File: src/rtl/multicycle_control_fsm.sv
// Main sequencer for the multicycle ARM-subset processor: steps each instruction through
// fetch/decode/execute/memory/writeback and drives datapath selects and write requests.
module multicycle_control_fsm (
    input  logic       clk,
    input  logic       rst,
    input  logic [1:0] op,
    input  logic [5:0] funct,
    input  logic [3:0] rd,
    input  logic       mem_ready,
    output logic       ir_write,
    output logic       next_pc,
    output logic       adr_src,
    output logic [1:0] alu_src_a,
    output logic [1:0] alu_src_b,
    output logic [1:0] alu_control,
    output logic [1:0] result_src,
    output logic [1:0] flag_w,
    output logic       pcs,
    output logic       reg_w,
    output logic       mem_w,
    output logic       illegal,
    output logic       instr_done,
    output logic [3:0] state
);

    typedef enum logic [3:0] {
        S_FETCH    = 4'd0,
        S_DECODE   = 4'd1,
        S_MEMADR   = 4'd2,
        S_MEMRD    = 4'd3,
        S_MEMWB    = 4'd4,
        S_MEMWR    = 4'd5,
        S_EXECUTER = 4'd6,
        S_EXECUTEI = 4'd7,
        S_ALUWB    = 4'd8,
        S_BRANCH   = 4'd9
    } state_t;

    // Data-processing cmd decode, packed as {legal, cmp, arith, alu_control[1:0]}.
    function automatic logic [4:0] alu_decode(input logic [3:0] cmd);
        logic [4:0] res;
        case (cmd)
            4'b0100: res = {1'b1, 1'b0, 1'b1, 2'b00};
            4'b0010: res = {1'b1, 1'b0, 1'b1, 2'b01};
            4'b1010: res = {1'b1, 1'b1, 1'b1, 2'b01};
            4'b0000: res = {1'b1, 1'b0, 1'b0, 2'b10};
            4'b1100: res = {1'b1, 1'b0, 1'b0, 2'b11};
            default: res = {1'b0, 1'b0, 1'b0, 2'b00};
        endcase
        return res;
    endfunction

    state_t     state_r;
    state_t     next_s;
    logic [4:0] dec_s;
    logic       legal_s;
    logic       cmp_s;
    logic       arith_s;
    logic       rd_pc_s;

    assign dec_s   = alu_decode(funct[4:1]);
    assign legal_s = dec_s[4];
    assign cmp_s   = dec_s[3];
    assign arith_s = dec_s[2];
    assign rd_pc_s = (rd == 4'd15);
    assign state   = state_r;

    // State register; reset forces FETCH without waiting for a clock edge.
    always_ff @(posedge clk or negedge rst) begin
        if (!rst) begin
            state_r <= S_FETCH;
        end else begin
            state_r <= next_s;
        end
    end

    // Next-state selection and per-state datapath controls, all from state plus inputs.
    always_comb begin
        next_s      = S_FETCH;
        ir_write    = 1'b0;
        next_pc     = 1'b0;
        adr_src     = 1'b0;
        alu_src_a   = 2'b00;
        alu_src_b   = 2'b00;
        alu_control = 2'b00;
        result_src  = 2'b00;
        flag_w      = 2'b00;
        pcs         = 1'b0;
        reg_w       = 1'b0;
        mem_w       = 1'b0;
        illegal     = 1'b0;
        instr_done  = 1'b0;
        case (state_r)
            S_FETCH: begin
                alu_src_a  = 2'b01;
                alu_src_b  = 2'b10;
                result_src = 2'b10;
                if (mem_ready) begin
                    ir_write = 1'b1;
                    next_pc  = 1'b1;
                    next_s   = S_DECODE;
                end else begin
                    next_s   = S_FETCH;
                end
            end
            S_DECODE: begin
                alu_src_a  = 2'b01;
                alu_src_b  = 2'b10;
                result_src = 2'b10;
                case (op)
                    2'b00:   next_s = funct[5] ? S_EXECUTEI : S_EXECUTER;
                    2'b01:   next_s = S_MEMADR;
                    2'b10:   next_s = S_BRANCH;
                    default: begin
                        next_s     = S_FETCH;
                        illegal    = 1'b1;
                        instr_done = 1'b1;
                    end
                endcase
            end
            S_MEMADR: begin
                alu_src_b = 2'b01;
                next_s    = funct[0] ? S_MEMRD : S_MEMWR;
            end
            S_MEMRD: begin
                adr_src = 1'b1;
                next_s  = mem_ready ? S_MEMWB : S_MEMRD;
            end
            S_MEMWB: begin
                result_src = 2'b01;
                reg_w      = 1'b1;
                pcs        = rd_pc_s;
                instr_done = 1'b1;
                next_s     = S_FETCH;
            end
            S_MEMWR: begin
                adr_src = 1'b1;
                mem_w   = 1'b1;
                if (mem_ready) begin
                    instr_done = 1'b1;
                    next_s     = S_FETCH;
                end else begin
                    next_s     = S_MEMWR;
                end
            end
            S_EXECUTER, S_EXECUTEI: begin
                alu_src_b   = (state_r == S_EXECUTEI) ? 2'b01 : 2'b00;
                alu_control = dec_s[1:0];
                illegal     = ~legal_s;
                // CMP always updates every flag; otherwise S gates NZ and arith ops add CV.
                if (cmp_s) begin
                    flag_w = 2'b11;
                end else begin
                    flag_w = {funct[0], funct[0] & arith_s};
                end
                next_s = S_ALUWB;
            end
            S_ALUWB: begin
                alu_control = dec_s[1:0];
                reg_w       = ~cmp_s;
                pcs         = rd_pc_s & ~cmp_s;
                instr_done  = 1'b1;
                next_s      = S_FETCH;
            end
            S_BRANCH: begin
                alu_src_b  = 2'b01;
                result_src = 2'b10;
                pcs        = 1'b1;
                instr_done = 1'b1;
                next_s     = S_FETCH;
            end
            default: next_s = S_FETCH;
        endcase
    end

endmodule

File: config.mk
export PLATFORM = sky130hd
export DESIGN_NAME = multicycle_control_fsm
export DESIGN_NICKNAME = d
export VERILOG_FILES = /design/src/rtl/multicycle_control_fsm.sv
export SDC_FILE = /design/constraint.sdc
export NUM_CORES = 1
export LEC_CHECK = 0
export CAP_MARGIN = 20
export CELL_PAD_IN_SITES_DETAIL_PLACEMENT = 0
export CELL_PAD_IN_SITES_GLOBAL_PLACEMENT = 1
export CORE_MARGIN = 3
export CORE_UTILIZATION = 21
export CTS_BUF_LIST = sky130_fd_sc_hd__clkbuf_16
export DETAILED_ROUTE_END_ITERATION = 8
export GPL_ROUTABILITY_DRIVEN = 0
export GPL_TIMING_DRIVEN = 1
export PLACE_DENSITY_LB_ADDON = 0.05
export SKIP_LAST_GASP = 1
export SLEW_MARGIN = 15
export SYNTH_ARGS = -nofsm -noshare
export SYNTH_HDL_FRONTEND = slang
export SYNTH_SLANG_ARGS = --single-unit
File: constraint.sdc
create_clock -name clk -period 1.25 [get_ports clk]
set_input_delay 0.25 -clock clk [delete_from_list [all_inputs] [get_ports clk]]
set_output_delay 0.25 -clock clk [all_outputs]
set_load 0.05 [all_outputs]
==> flow_summary_export.csv <==
group,metric,value,unit
detailed_routing,routed_wl,2590,µm
detailed_routing,dr.pass1.iters,4,
floorplan,initial_utilization,22.3,%
hold_path,hold_class,"input pin to asynchronous set/reset pin",
clock_tree,numCtsBuffers,3,
logic_synthesis,synth_top_area_cell,"dfrtp_1",
pwr,power,5.17,mW
detailed_routing,viasPerCell,4.84,
flow_run,maxCapViolCount,0,
worst_setup_path,worstPathRequired,1.00,ns
detailed_routing,wl_met3,135,µm
detailed_routing,drt_iter0_drc,11,
finish,layout-drive-gt1-share,70.3,%
clock_tree,clock_sinks,4,
detailed_routing,vias,861,
logic_synthesis,synth.distinct_cells,36,
floorplan,die_h,57.8,µm
detailed_routing,top_layer_used,"met4",
worst_setup_path,startpoint_type,"flip-flop",
timing,fmax,561,MHz
global_routing,grt_pass1_wl,4130,µm
clock_tree,cts-root-buf,"clkbuf_16",
timing,slew_violations,0,
clock_tree,htreeDepth,1,
timing,hold_viol_final,0,
pwr,peakVddDrop,2.85,mV
timing,rsz0062_at_grt,"true",
worst_setup_path,worstSetupPathType,"flip-flop to output pin",
logic_synthesis,synth.avg_cell_area,7.31,µm²
place,hpwl,1830,µm
global_routing,grt_use_total,16.4,%
global_routing,antenna_found_initial,0,
logic_synthesis,ys_ff_latch,4,
logic_synthesis,yosys_warnings,0,
detailed_routing,wl_per_cell,14.6,µm
clock_tree,clock_latency,0.23,ns
timing,finalWorstSetupSlack,-0.534,ns
finish,antenna_cells,0,
worst_setup_path,crit_path_max_fanout,5,
place,portBuffers,35,
logic_synthesis,yosys.area.top_type_share,17.8,%
clock_tree,holdBufCountCts,0,
detailed_routing,wl_met1,1080,µm
clock_tree,path_clk_slew,0.03,ns
detailed_routing,drc,0,
clock_tree,cts_tree,"done",
floorplan,rows,18,
detailed_routing,drtAntennaViolNets,0,
logic_synthesis,synth_cells,77,
floorplan,coreArea,2520,µm²
finish,nNetsFinal,165,
logic_synthesis,yosys-top-cells-area,"dfrtp_1 18%, nor2b_1 5.6%, a211oi_1 5.3%, a21oi_1 4.4%, buf_2 4.4%",
worst_setup_path,cp-end-kind,"output pin",
status,violations,"negative setup slack",
logic_synthesis,synth_area,563,µm²
worst_setup_path,crit_arrival,1.53,ns
finish,final_core_util,70.7,%
global_routing,grt_pass1_vias,865,
floorplan,io_pins,37,
logic_synthesis,yosysSeqAreaShare,17.8,%
logic_synthesis,synth-edff-count,0,
finish,largest_reg_flops,4,
floorplan,dieArea,3340,µm²
pwr,p_per_area,2900,nW/µm²
logic_synthesis,syn_nets,92,
pwr,p_leak,0.738,nW
timing,finalCritPeriodShare,143,%
detailed_routing,dr_wl_met2,1330,µm
timing,min_period,1.78,ns
status,outcome,"finished, violations left",
logic_synthesis,ys_async_sr_fraction,100,%
global_routing,grt_max_degree,9,
floorplan,die_x,57.8,µm
timing,fin_skew,0.00402,ns
clock_tree,clockBufferDepth,2,
global_routing,grt_overflow,0,
timing,setup_violations,24,
finish,area_growth,217,%
logic_synthesis,synthFlopType,"dfrtp_1",
-- through the flow --
step / cell area (µm²) / setup slack [ns] / setup TNS, ns / std cells / hold slack [ns]
2_1_floorplan: 753 / -0.664 / -8.14 / 77 / -0.0456
3_3_place_gp: 1470 / -0.634 / -6.12 / 163 / 0.461
3_5_place_dp: 1470 / -0.637 / -6.38 / 163 / 0.460
4_1_cts: 1740 / -0.515 / -8.50 / 174 / 0.223
5_1_grt: 1780 / -0.583 / -10.17 / 178 / 0.235
6_report: 1780 / -0.534 / -9.13 / 178 / 0.222
-- cell type report --
class | count | area (µm²)
timing repair buffer | 76 | 908
fill | 195 | 739
multi-input combinational | 62 | 642
sequential | 4 | 105
clock buffer | 3 | 75.1
tap | 30 | 37.5
inverter | 3 | 15.0
-- kinds of logic after synthesis --
logic type | share of synthesized area, %
AO/OA/AOI/OAI | 26.2
XOR/XNOR | 3.11
buffers and inverters | 10.4
flip-flops | 17.8
other | 0.666
AND/OR/NAND/NOR | 41.8
-- worst paths after layout --
path                           from       end  slack [ns]  cells past startpoint
max reg2reg                state[0]  state[2]       -0.33                      7
min reg2reg                state[3]  state[1]        0.67                      2
min in group clk           state[3]  state[1]        0.67                      2
max                        state[2]  ir_write       -0.53                      5
max in group asynchronous       rst  state[2]        0.85                      1
min                             rst  state[0]        0.22                      1
-- report_power, final --
part	internal (mW)	switching, mW	leakage [nW]
logic	2.22	2.14	0.655
registers	0.195	0.116	0.0463
clock network	0.409	0.0909	0.0370
total	2.82	2.35	0.738
-- worst max-delay path, cell delays in order (launching register included) --
cell     delay, ns
dfrtp_2       0.41
buf_4         0.17
or2_4         0.25
nor2_4        0.12
and3_4        0.22
buf_12        0.14
-- routing by layer --
metal,global-route usage [%],vias to the layer above
li1,-,422
met1,20.1,409
met2,27.4,26
met3,3.56,4
met4,6.95,0
met5,0,-
-- cell usage in the layout, fill, tap and decap left out, types with 2 or more instances in the layout --
cell type         n
a211oi_1          2
a211oi_4          2
a21oi_1           2
a21oi_4           3
buf_12           21
buf_4            30
buf_6            10
clkbuf_16         3
clkdlybuf4s50_1  10
dfrtp_2           4
dlygate4sd2_1     4
inv_1             2
nand2_1           2
nand2b_4          2
nor2_4            3
nor2b_1           2
nor2b_2           3
nor3_4            4
nor3b_1           2
o21ai_1           2
o21ai_2           2
o21ai_4           2
-- Yosys cell counts, types with 2 or more instances --
library cell and count:
o21ai_1 2, nand2b_1 3, inv_1 3, a21oi_1 5
nor2b_1 5, nor3_1 4, nand2_1 3, buf_4 3
o21ai_0 4, nor4b_1 2, dfrtp_1 4, nor3b_1 3
a211oi_1 4, and3_1 2, buf_2 5, nor2_1 5
-- timing repair --
item / 4_1_cts / 5_1_grt
setup buffers: 8 / 7
pin swaps: 12 / 5
setup endpoints to repair: 24 / 24
cloned: 0 / 0
gates resized for setup: 35 / 7
No activity file was read; power rests on OpenSTA's default activity.
